File: config.mk
export PLATFORM = sky130hd
export DESIGN_NAME = lsu_axi_master_flat
export DESIGN_NICKNAME = d
export VERILOG_FILES = /design/src/rtl/lsu_axi_master_pkg.sv /design/src/rtl/lsu_axi_master_if.sv /design/src/rtl/lsu_axi_watchdog.sv /design/src/rtl/lsu_axi_master.sv /design/src/flat_wrapper.sv
export SDC_FILE = /design/constraint.sdc
export NUM_CORES = 1
export LEC_CHECK = 0
export BUFFER_PORTS_ARGS = -buffer_cell sky130_fd_sc_hd__buf_2
export CAP_MARGIN = 25
export CORE_UTILIZATION = 44
export CTS_CLUSTER_SIZE = 28
export DETAILED_ROUTE_END_ITERATION = 6
export PLACE_DENSITY = 0.91
export SLEW_MARGIN = 20
export SYNTH_ARGS = -nofsm -noshare
export SYNTH_HDL_FRONTEND = slang
export SYNTH_HIERARCHICAL = 1
export SYNTH_SLANG_ARGS = --single-unit
File: constraint.sdc
create_clock -name clk -period 1.98 [get_ports clk]
set_clock_uncertainty 0.15 [all_clocks]
set_input_delay 0.396 -clock clk [delete_from_list [all_inputs] [get_ports clk]]
set_output_delay 0.396 -clock clk [all_outputs]
set_load 0.05 [all_outputs]
File: src/rtl/lsu_axi_master_pkg.sv
// Shared types and AXI constants for the LSU AXI4 initiator and its watchdog.
package lsu_axi_master_pkg;

  localparam int ID_W = 4;

  typedef enum logic [2:0] {
    ST_IDLE = 3'd0,
    ST_AR   = 3'd1,
    ST_R    = 3'd2,
    ST_AW_W = 3'd3,
    ST_B    = 3'd4,
    ST_RESP = 3'd5
  } lsu_state_e;

  localparam logic [1:0]      BURST_INCR      = 2'b01;
  localparam logic [1:0]      RESP_OKAY       = 2'b00;
  localparam logic [2:0]      SIZE_B          = 3'd0;
  localparam logic [2:0]      SIZE_H          = 3'd1;
  localparam logic [2:0]      SIZE_W          = 3'd2;
  localparam logic [ID_W-1:0] DEFAULT_ID      = '0;
  localparam logic [7:0]      SINGLE_BEAT_LEN = 8'd0;

  // States in which a bus transaction is outstanding.
  function automatic logic is_busy(lsu_state_e s);
    return (s == ST_AR) || (s == ST_R) || (s == ST_AW_W) || (s == ST_B);
  endfunction

endpackage

File: src/rtl/lsu_axi_master_if.sv
// AXI4 single-beat read/write channel bundle between the LSU initiator and the crossbar.
interface lsu_axi_master_if #(
  parameter int ADDR_W = 32,
  parameter int DATA_W = 32
);
  import lsu_axi_master_pkg::*;

  logic [ADDR_W-1:0]   araddr;
  logic                arvalid;
  logic                arready;
  logic [ID_W-1:0]     arid;
  logic [7:0]          arlen;
  logic [2:0]          arsize;
  logic [1:0]          arburst;

  logic [DATA_W-1:0]   rdata;
  logic [1:0]          rresp;
  logic                rvalid;
  logic                rready;
  logic                rlast;
  logic [ID_W-1:0]     rid;

  logic [ADDR_W-1:0]   awaddr;
  logic                awvalid;
  logic                awready;

  logic [DATA_W-1:0]   wdata;
  logic [DATA_W/8-1:0] wstrb;
  logic                wvalid;
  logic                wready;

  logic [1:0]          bresp;
  logic                bvalid;
  logic                bready;

  modport master (
    output araddr, arvalid, arid, arlen, arsize, arburst,
    input  arready,
    input  rdata, rresp, rvalid, rlast, rid,
    output rready,
    output awaddr, awvalid,
    input  awready,
    output wdata, wstrb, wvalid,
    input  wready,
    input  bresp, bvalid,
    output bready
  );

  modport slave (
    input  araddr, arvalid, arid, arlen, arsize, arburst,
    output arready,
    output rdata, rresp, rvalid, rlast, rid,
    input  rready,
    input  awaddr, awvalid,
    output awready,
    input  wdata, wstrb, wvalid,
    output wready,
    output bresp, bvalid,
    input  bready
  );

endinterface

File: src/rtl/lsu_axi_watchdog.sv
// Transaction watchdog: counts busy cycles since request accept and flags expiry.
module lsu_axi_watchdog #(
  parameter int unsigned TIMEOUT_CYCLES = 1024
) (
  input  logic clk,
  input  logic rst,
  input  logic clear,
  input  logic run,
  output logic expired
);

  localparam logic [15:0] LIMIT = 16'(TIMEOUT_CYCLES);

  logic [15:0] count_reg;

  assign expired = (count_reg >= LIMIT);

  // Saturates at the limit so a stuck FSM cannot wrap the counter.
  always_ff @(posedge clk) begin
    if (!rst) begin
      count_reg <= '0;
    end else if (clear) begin
      count_reg <= '0;
    end else if (run && !expired) begin
      count_reg <= count_reg + 16'd1;
    end
  end

endmodule

File: src/rtl/lsu_axi_master.sv
// LSU to AXI4 initiator: one outstanding single-beat read or write at a time.
// Optional watchdog abort enabled by defining LSU_AXI_TIMEOUT_EN.
module lsu_axi_master
  import lsu_axi_master_pkg::*;
#(
  parameter int          ADDR_W         = 32,
  parameter int          DATA_W         = 32,
  parameter int unsigned TIMEOUT_CYCLES = 1024
) (
  input  logic                clk,
  input  logic                rst,
  input  logic                req_valid,
  output logic                req_ready,
  input  logic                req_we,
  input  logic [ADDR_W-1:0]   req_addr,
  input  logic [2:0]          req_size,
  input  logic [DATA_W-1:0]   req_wdata,
  input  logic [DATA_W/8-1:0] req_wstrb,
  output logic                resp_valid,
  output logic [DATA_W-1:0]   resp_rdata,
  output logic                resp_err,
  lsu_axi_master_if.master    axi
);

  lsu_state_e          state_reg,   state_next;
  logic [ADDR_W-1:0]   addr_reg,    addr_next;
  logic [2:0]          size_reg,    size_next;
  logic [DATA_W-1:0]   wdata_reg,   wdata_next;
  logic [DATA_W/8-1:0] wstrb_reg,   wstrb_next;
  logic                we_reg,      we_next;
  logic [DATA_W-1:0]   rdata_reg,   rdata_next;
  logic                err_reg,     err_next;
  logic                req_ready_reg, req_ready_next;
  logic                arvalid_reg, arvalid_next;
  logic                rready_reg,  rready_next;
  logic                awvalid_reg, awvalid_next;
  logic                wvalid_reg,  wvalid_next;
  logic                bready_reg,  bready_next;
  logic                aw_done_reg, aw_done_next;
  logic                w_done_reg,  w_done_next;

  logic req_hs, ar_hs, r_hs, aw_hs, w_hs, b_hs;

  assign req_hs = req_valid && req_ready_reg;
  assign ar_hs  = arvalid_reg && axi.arready;
  assign r_hs   = rready_reg && axi.rvalid;
  assign aw_hs  = awvalid_reg && axi.awready;
  assign w_hs   = wvalid_reg && axi.wready;
  assign b_hs   = bready_reg && axi.bvalid;

`ifdef LSU_AXI_TIMEOUT_EN
  logic wd_expired;
  logic wd_run;

  assign wd_run = is_busy(state_reg);

  lsu_axi_watchdog #(
    .TIMEOUT_CYCLES(TIMEOUT_CYCLES)
  ) u_watchdog (
    .clk     (clk),
    .rst     (rst),
    .clear   (req_hs),
    .run     (wd_run),
    .expired (wd_expired)
  );
`else
  logic [31:0] unused_timeout_cfg;
  assign unused_timeout_cfg = 32'(TIMEOUT_CYCLES);
`endif

  always_ff @(posedge clk) begin
    if (!rst) begin
      state_reg     <= ST_IDLE;
      addr_reg      <= '0;
      size_reg      <= '0;
      wdata_reg     <= '0;
      wstrb_reg     <= '0;
      we_reg        <= 1'b0;
      rdata_reg     <= '0;
      err_reg       <= 1'b0;
      req_ready_reg <= 1'b1;
      arvalid_reg   <= 1'b0;
      rready_reg    <= 1'b0;
      awvalid_reg   <= 1'b0;
      wvalid_reg    <= 1'b0;
      bready_reg    <= 1'b0;
      aw_done_reg   <= 1'b0;
      w_done_reg    <= 1'b0;
    end else begin
      state_reg     <= state_next;
      addr_reg      <= addr_next;
      size_reg      <= size_next;
      wdata_reg     <= wdata_next;
      wstrb_reg     <= wstrb_next;
      we_reg        <= we_next;
      rdata_reg     <= rdata_next;
      err_reg       <= err_next;
      req_ready_reg <= req_ready_next;
      arvalid_reg   <= arvalid_next;
      rready_reg    <= rready_next;
      awvalid_reg   <= awvalid_next;
      wvalid_reg    <= wvalid_next;
      bready_reg    <= bready_next;
      aw_done_reg   <= aw_done_next;
      w_done_reg    <= w_done_next;
    end
  end

  always_comb begin
    state_next     = state_reg;
    addr_next      = addr_reg;
    size_next      = size_reg;
    wdata_next     = wdata_reg;
    wstrb_next     = wstrb_reg;
    we_next        = we_reg;
    rdata_next     = rdata_reg;
    err_next       = err_reg;
    req_ready_next = req_ready_reg;
    arvalid_next   = arvalid_reg;
    rready_next    = rready_reg;
    awvalid_next   = awvalid_reg;
    wvalid_next    = wvalid_reg;
    bready_next    = bready_reg;
    aw_done_next   = aw_done_reg;
    w_done_next    = w_done_reg;

    unique case (state_reg)
      ST_IDLE: begin
        if (req_hs) begin
          addr_next      = req_addr;
          size_next      = req_size;
          wdata_next     = req_wdata;
          wstrb_next     = req_wstrb;
          we_next        = req_we;
          rdata_next     = '0;
          err_next       = 1'b0;
          req_ready_next = 1'b0;
          aw_done_next   = 1'b0;
          w_done_next    = 1'b0;
          if (req_we) begin
            awvalid_next = 1'b1;
            wvalid_next  = 1'b1;
            state_next   = ST_AW_W;
          end else begin
            arvalid_next = 1'b1;
            state_next   = ST_AR;
          end
        end
      end
      ST_AR: begin
        if (ar_hs) begin
          arvalid_next = 1'b0;
          rready_next  = 1'b1;
          state_next   = ST_R;
        end
      end
      ST_R: begin
        if (r_hs) begin
          rdata_next  = axi.rdata;
          err_next    = (axi.rresp != RESP_OKAY) || !axi.rlast || (axi.rid != DEFAULT_ID);
          rready_next = 1'b0;
          state_next  = ST_RESP;
        end
      end
      ST_AW_W: begin
        if (aw_hs) begin
          awvalid_next = 1'b0;
          aw_done_next = 1'b1;
        end
        if (w_hs) begin
          wvalid_next = 1'b0;
          w_done_next = 1'b1;
        end
        // Either channel may finish first; this cycle's handshake counts as done.
        if ((aw_done_reg || aw_hs) && (w_done_reg || w_hs)) begin
          bready_next = 1'b1;
          state_next  = ST_B;
        end
      end
      ST_B: begin
        if (b_hs) begin
          bready_next = 1'b0;
          err_next    = (axi.bresp != RESP_OKAY);
          state_next  = ST_RESP;
        end
      end
      ST_RESP: begin
        req_ready_next = 1'b1;
        state_next     = ST_IDLE;
      end
      default: begin
        req_ready_next = 1'b1;
        state_next     = ST_IDLE;
      end
    endcase

`ifdef LSU_AXI_TIMEOUT_EN
    // Abort wins over any handshake landing in the same cycle.
    if (wd_run && wd_expired) begin
      arvalid_next = 1'b0;
      rready_next  = 1'b0;
      awvalid_next = 1'b0;
      wvalid_next  = 1'b0;
      bready_next  = 1'b0;
      rdata_next   = '0;
      err_next     = 1'b1;
      state_next   = ST_RESP;
    end
`endif
  end

  assign req_ready  = req_ready_reg;
  assign resp_valid = (state_reg == ST_RESP);
  assign resp_rdata = (resp_valid && !we_reg) ? rdata_reg : '0;
  assign resp_err   = resp_valid && err_reg;

  assign axi.araddr  = addr_reg;
  assign axi.arvalid = arvalid_reg;
  assign axi.arid    = DEFAULT_ID;
  assign axi.arlen   = SINGLE_BEAT_LEN;
  assign axi.arsize  = size_reg;
  assign axi.arburst = BURST_INCR;
  assign axi.rready  = rready_reg;
  assign axi.awaddr  = addr_reg;
  assign axi.awvalid = awvalid_reg;
  assign axi.wdata   = wdata_reg;
  assign axi.wstrb   = wstrb_reg;
  assign axi.wvalid  = wvalid_reg;
  assign axi.bready  = bready_reg;

endmodule

File: src/flat_wrapper.sv
// flat-port wrapper written by rule: the top's interface ports become plain ports
module lsu_axi_master_flat import lsu_axi_master_pkg::*;
#(
  parameter int          ADDR_W         = 32,
  parameter int          DATA_W         = 32,
  parameter int unsigned TIMEOUT_CYCLES = 1024
)
  (clk, rst, req_valid, req_ready, req_we, req_addr, req_size, req_wdata, req_wstrb, resp_valid, resp_rdata, resp_err, axi_araddr, axi_arvalid, axi_arid, axi_arlen, axi_arsize, axi_arburst, axi_arready, axi_rdata, axi_rresp, axi_rvalid, axi_rlast, axi_rid, axi_rready, axi_awaddr, axi_awvalid, axi_awready, axi_wdata, axi_wstrb, axi_wvalid, axi_wready, axi_bresp, axi_bvalid, axi_bready);
  lsu_axi_master_if #(.ADDR_W(ADDR_W), .DATA_W(DATA_W)) axi_i ();
  input  logic clk;
  input  logic rst;
  input  logic req_valid;
  output logic req_ready;
  input  logic req_we;
  input  logic [ADDR_W-1:0] req_addr;
  input  logic [2:0] req_size;
  input  logic [DATA_W-1:0] req_wdata;
  input  logic [DATA_W/8-1:0] req_wstrb;
  output logic resp_valid;
  output logic [DATA_W-1:0] resp_rdata;
  output logic resp_err;
  output wire logic [$bits(axi_i.araddr)-1:0] axi_araddr;
  output wire logic [$bits(axi_i.arvalid)-1:0] axi_arvalid;
  output wire logic [$bits(axi_i.arid)-1:0] axi_arid;
  output wire logic [$bits(axi_i.arlen)-1:0] axi_arlen;
  output wire logic [$bits(axi_i.arsize)-1:0] axi_arsize;
  output wire logic [$bits(axi_i.arburst)-1:0] axi_arburst;
  input wire logic [$bits(axi_i.arready)-1:0] axi_arready;
  input wire logic [$bits(axi_i.rdata)-1:0] axi_rdata;
  input wire logic [$bits(axi_i.rresp)-1:0] axi_rresp;
  input wire logic [$bits(axi_i.rvalid)-1:0] axi_rvalid;
  input wire logic [$bits(axi_i.rlast)-1:0] axi_rlast;
  input wire logic [$bits(axi_i.rid)-1:0] axi_rid;
  output wire logic [$bits(axi_i.rready)-1:0] axi_rready;
  output wire logic [$bits(axi_i.awaddr)-1:0] axi_awaddr;
  output wire logic [$bits(axi_i.awvalid)-1:0] axi_awvalid;
  input wire logic [$bits(axi_i.awready)-1:0] axi_awready;
  output wire logic [$bits(axi_i.wdata)-1:0] axi_wdata;
  output wire logic [$bits(axi_i.wstrb)-1:0] axi_wstrb;
  output wire logic [$bits(axi_i.wvalid)-1:0] axi_wvalid;
  input wire logic [$bits(axi_i.wready)-1:0] axi_wready;
  input wire logic [$bits(axi_i.bresp)-1:0] axi_bresp;
  input wire logic [$bits(axi_i.bvalid)-1:0] axi_bvalid;
  output wire logic [$bits(axi_i.bready)-1:0] axi_bready;
  assign axi_araddr = axi_i.araddr;
  assign axi_arvalid = axi_i.arvalid;
  assign axi_arid = axi_i.arid;
  assign axi_arlen = axi_i.arlen;
  assign axi_arsize = axi_i.arsize;
  assign axi_arburst = axi_i.arburst;
  assign axi_i.arready = axi_arready;
  assign axi_i.rdata = axi_rdata;
  assign axi_i.rresp = axi_rresp;
  assign axi_i.rvalid = axi_rvalid;
  assign axi_i.rlast = axi_rlast;
  assign axi_i.rid = axi_rid;
  assign axi_rready = axi_i.rready;
  assign axi_awaddr = axi_i.awaddr;
  assign axi_awvalid = axi_i.awvalid;
  assign axi_i.awready = axi_awready;
  assign axi_wdata = axi_i.wdata;
  assign axi_wstrb = axi_i.wstrb;
  assign axi_wvalid = axi_i.wvalid;
  assign axi_i.wready = axi_wready;
  assign axi_i.bresp = axi_bresp;
  assign axi_i.bvalid = axi_bvalid;
  assign axi_bready = axi_i.bready;
  lsu_axi_master #(.ADDR_W(ADDR_W), .DATA_W(DATA_W), .TIMEOUT_CYCLES(TIMEOUT_CYCLES)) u_core (.clk(clk), .rst(rst), .req_valid(req_valid), .req_ready(req_ready), .req_we(req_we), .req_addr(req_addr), .req_size(req_size), .req_wdata(req_wdata), .req_wstrb(req_wstrb), .resp_valid(resp_valid), .resp_rdata(resp_rdata), .resp_err(resp_err), .axi(axi_i));
endmodule
==> metrics.json <==
{
  "outcome": {"value": "finished, violations left"},
  "violations_in_the_final_reports": {"value": "negative setup slack"},
  "maxCapViolCount": {"value": 0},
  "worst_setup_path_start_kind": {"value": "flip-flop"},
  "path_class": {"value": "reg2out"},
  "power.share.clock": {"value": 32.4, "unit": "%"},
  "layout.filler_cells": {"value": 642},
  "tritoncts": {"value": "built"},
  "register_to_register_setup_slack": {"value": 0.01, "unit": "ns"},
  "ys_async_sr_fraction": {"value": 0, "unit": "%"},
  "postSynth.topFlopCell": {"value": "sky130_fd_sc_hd__dfxtp_1"},
  "synth_top_area_share": {"value": 47.6, "unit": "%"},
  "via_count": {"value": 5662},
  "cts_buffers": {"value": 17},
  "finalHoldViolations": {"value": 0},
  "reg2reg_depth": {"value": 8},
  "synth-edff-count": {"value": 0},
  "ios": {"value": 278},
  "cp_common_cell": {"value": "sky130_fd_sc_hd__buf_6"},
  "drtAntennaViolNets": {"value": 0},
  "worst_hold_path_type": {"value": "in2reg"},
  "post_synth_main_area_contributors": {"value": "sky130_fd_sc_hd__dfxtp_1 (48%), sky130_fd_sc_hd__nand2_1 (12%), sky130_fd_sc_hd__buf_4 (8.6%)"},
  "count_of_nets_after_finishing": {"value": 1030},
  "design_internal_power": {"value": 5930, "unit": "uW"},
  "number_of_global_route_vias_before_repair": {"value": 5545},
  "leakagePower": {"value": 0.00370, "unit": "uW"},
  "mostFrequentLayoutCell": {"value": "sky130_fd_sc_hd__buf_2"},
  "yosys_register_bits": {"value": 116},
  "place_area": {"value": 6060, "unit": "sq um"},
  "multiInputGateArea": {"value": 2170, "unit": "sq um"},
  "worst_setup_path_start": {"value": "u_core/state_reg[2]"},
  "first_pass_iters": {"value": 5},
  "final_min_period_over_clock_period": {"value": 116, "unit": "%"},
  "combinationalPowerShare": {"value": 39.0, "unit": "%"},
  "fin_util": {"value": 75.4, "unit": "%"},
  "die-height": {"value": 107, "unit": "microns"},
  "numClockSinks": {"value": 116},
  "drtIter0Drc": {"value": 476},
  "area_growth_syn_to_layout": {"value": 67.5, "unit": "%"},
  "cts_max_path_buffers": {"value": 2},
  "critPathSlowestCell": {"value": "sky130_fd_sc_hd__dfxtp_2"},
  "worstHoldStart": {"value": "axi_rdata[5]"},
  "finalNonFillerCells": {"value": 1063},
  "die_area": {"value": 11500, "unit": "sq um"},
  "die_x": {"value": 107, "unit": "microns"},
  "design.core.area": {"value": 10800, "unit": "sq um"},
  "clock_latency": {"value": 0.49, "unit": "ns"},
  "cells_along_the_critical_path": {"value": "inv_2 > nor4_4 > buf_6 > buf_6 > and2_2 > buf_8"},
  "synthDominantAreaCellType": {"value": "sky130_fd_sc_hd__dfxtp_1"},
  "netSwitchingPower": {"value": 4290, "unit": "uW"},
  "dp.final_hpwl": {"value": 8.95, "unit": "mm"},
  "cp_max_fo": {"value": 8},
  "cts.htree.levels": {"value": 4},
  "cp-end-kind": {"value": "output port"},
  "global_route_total_overflow": {"value": 0},
  "ir_worst_vdd": {"value": 0.975, "unit": "mV"},
  "globalplace.congestion": {"value": 0.817},
  "number_of_antenna_violations_at_the_first_check_in_global_routing": {"value": 1},
  "syn-cell-area": {"value": 4880, "unit": "sq um"},
  "commonest_cells_after_routing_fill_and_taps_aside": {"value": "sky130_fd_sc_hd__buf_2 (229), sky130_fd_sc_hd__nand2_1 (157), sky130_fd_sc_hd__dfxtp_1 (113), sky130_fd_sc_hd__dlygate4sd3_1 (89), sky130_fd_sc_hd__a21oi_1 (58)"},
  "cp.arrival": {"value": 1.76, "unit": "ns"},
  "setup-tns-final": {"value": -9.57, "unit": "ns"},
  "pwr-share-seq": {"value": 28.6, "unit": "%"},
  "detail_route.drc_violations": {"value": 0},
  "critPathMaxStageDelay": {"value": 0.33, "unit": "ns"},
  "critical_path.top_delay_family": {"value": "buffers and inverters"},
  "timing.final.setup_violations": {"value": 34},
  "total_power": {"value": 10200, "unit": "uW"},
  "synthCells": {"value": 594},
  "initial_util": {"value": 45.0, "unit": "%"},
  "final_area": {"value": 8170, "unit": "sq um"},
  "syn_area_per_cell": {"value": 8.21, "unit": "sq um"},
  "routed_via_count_divided_by_cell_count": {"value": 5.33},
  "unrepaired_setup_endpoints_after_global_routing": {"value": "true"},
  "ys_types": {"value": 41},
  "clock_tree.root_cell": {"value": "sky130_fd_sc_hd__clkbuf_8"},
  "synthesis.yosys.warnings": {"value": 6},
  "min_delay_path_depth": {"value": 3},
  "required": {"value": 1.43, "unit": "ns"},
  "layout-drive-gt1-share": {"value": 42.4, "unit": "%"},
  "total_number_of_placement_rows": {"value": 38},
  "final_critical_path_setup_slack": {"value": -0.322, "unit": "ns"},
  "clk_pin_slew": {"value": 0.06, "unit": "ns"},
  "port_buffers": {"value": 263},
  "minimum_period_implied_by_the_final_worst_setup_slack": {"value": 2.30, "unit": "ns"},
  "power_density": {"value": 1250, "unit": "nW/um^2"},
  "critical_path.n_buffers_inverters": {"value": 4},
  "final-max-slew-violation-count": {"value": 0},
  "timing.rr.end": {"value": "u_core/axi.wdata[13]"},
  "seqCellArea": {"value": 2330, "unit": "sq um"},
  "wl_per_cell": {"value": 17.9, "unit": "microns"},
  "sw_frac_of_total": {"value": 42.0, "unit": "%"},
  "achievable-frequency": {"value": 434, "unit": "MHz"},
  "grt_first_pass_wirelength": {"value": 26.2, "unit": "mm"},
  "numPlacedInstances": {"value": 932},
  "global_route.usage.total": {"value": 29.1, "unit": "%"},
  "rr_startpoint": {"value": "u_core/state_reg[2]"},
  "worst_hold_path.endpoint": {"value": "u_core/rdata_reg[5]"},
  "grt_start_max_net_pins": {"value": 67},
  "synth_seq_area_share": {"value": 47.6, "unit": "%"},
  "route.final.wire_length": {"value": 19.0, "unit": "mm"}
}
==> routing by layer <==
metal	wire length [microns]	part of all wire [%]	vias up	GRT usage, %
li1	-	-	2542	-
met1	6460	34	2649	28.8
met4	923	4.9	0	15.9
met5	0	0	-	0
met2	10000	53	377	54.0
met3	1570	8.3	94	8.78
==> layout make-up <==
| cell class | instances | share of cell area, % |
|---|---|---|
| diodes | 1 | 0.0306 |
| clock buffers | 18 | 5.11 |
| clock inverters | 14 | 2.76 |
| inverters | 3 | 0.153 |
| multi-input cells | 397 | 26.5 |
| flip-flops and latches | 116 | 28.5 |
| well taps | 140 | 2.14 |
| repair buffers | 374 | 34.8 |
==> stage by stage <==
step,hold WS [ns],setup slack (ns)
after floorplan,0.288,0.0250
after global placement,0.288,0.173
after detailed placement,0.295,0.117
after CTS,0.000366,-0.327
after global routing,0.0196,-0.402
final,0.0303,-0.322
==> tightest hold or removal path, cell delays in order <==
cell                      delay (ns)
sky130_fd_sc_hd__buf_2          0.08
sky130_fd_sc_hd__a22oi_1        0.06
sky130_fd_sc_hd__nor2_1         0.09
==> cells by family (layout without fill, tap and decap cells) <==
kind of cell           Yosys count  count (layout)  share of synthesized area [%]
DFF                            116             116                           47.6
buffers and inverters           93             409                           12.6
muxes                            2               2                          0.410
other                            2              15                          0.154
AOI/OAI and AO/OA              130             130                           16.5
and+or+nand+nor                251             251                           22.7
==> how the worst max path moves through the flow <==
| stage | to | slack (ns) | depth (start not counted) |
|---|---|---|---|
| after floorplan | resp_rdata[10] | 0.03 | 5 |
| after global placement | resp_rdata[16] | 0.17 | 5 |
| after detailed placement | resp_rdata[21] | 0.12 | 5 |
| after CTS | resp_rdata[21] | -0.33 | 5 |
| after global routing | resp_rdata[11] | -0.40 | 6 |
| final | resp_rdata[11] | -0.32 | 6 |
==> power groups by stage <==
| stage | registers [uW] | clock network [uW] | logic [uW] |
|---|---|---|---|
| after floorplan | 3980 | 0 | 1880 |
| after global placement | 2920 | 0 | 3520 |
| after detailed placement | 2940 | 0 | 3560 |
| after CTS | 2900 | 3350 | 3750 |
| after global routing | 2970 | 3450 | 4140 |
| final | 2930 | 3310 | 3990 |
==> what timing repair did <==
item	4_1_cts	5_1_grt
gates resized for setup	77	76
cloned	0	3
setup endpoints to repair	34	33
buffers inserted	3	3
hold buffers	89	0
hold endpoints to repair	89	0
pin swaps	0	17
==> cells in the mapped netlist (all sizes together), types with 2 or more instances <==
| library cell | instances |
|---|---|
| buf | 73 |
| nor2b | 3 |
| nand2 | 157 |
| o221a | 2 |
| and2 | 32 |
| nor3 | 5 |
| o21ai | 3 |
| nand3b | 2 |
| a22oi | 33 |
| nor4 | 2 |
| conb | 2 |
| nand4 | 3 |
| nor2 | 38 |
| clkbuf | 17 |
| inv | 3 |
| mux2i | 2 |
| nand3 | 6 |
| a21oi | 80 |
| dfxtp | 116 |
| a31oi | 3 |
No activity file was read; power rests on OpenSTA's default activity.
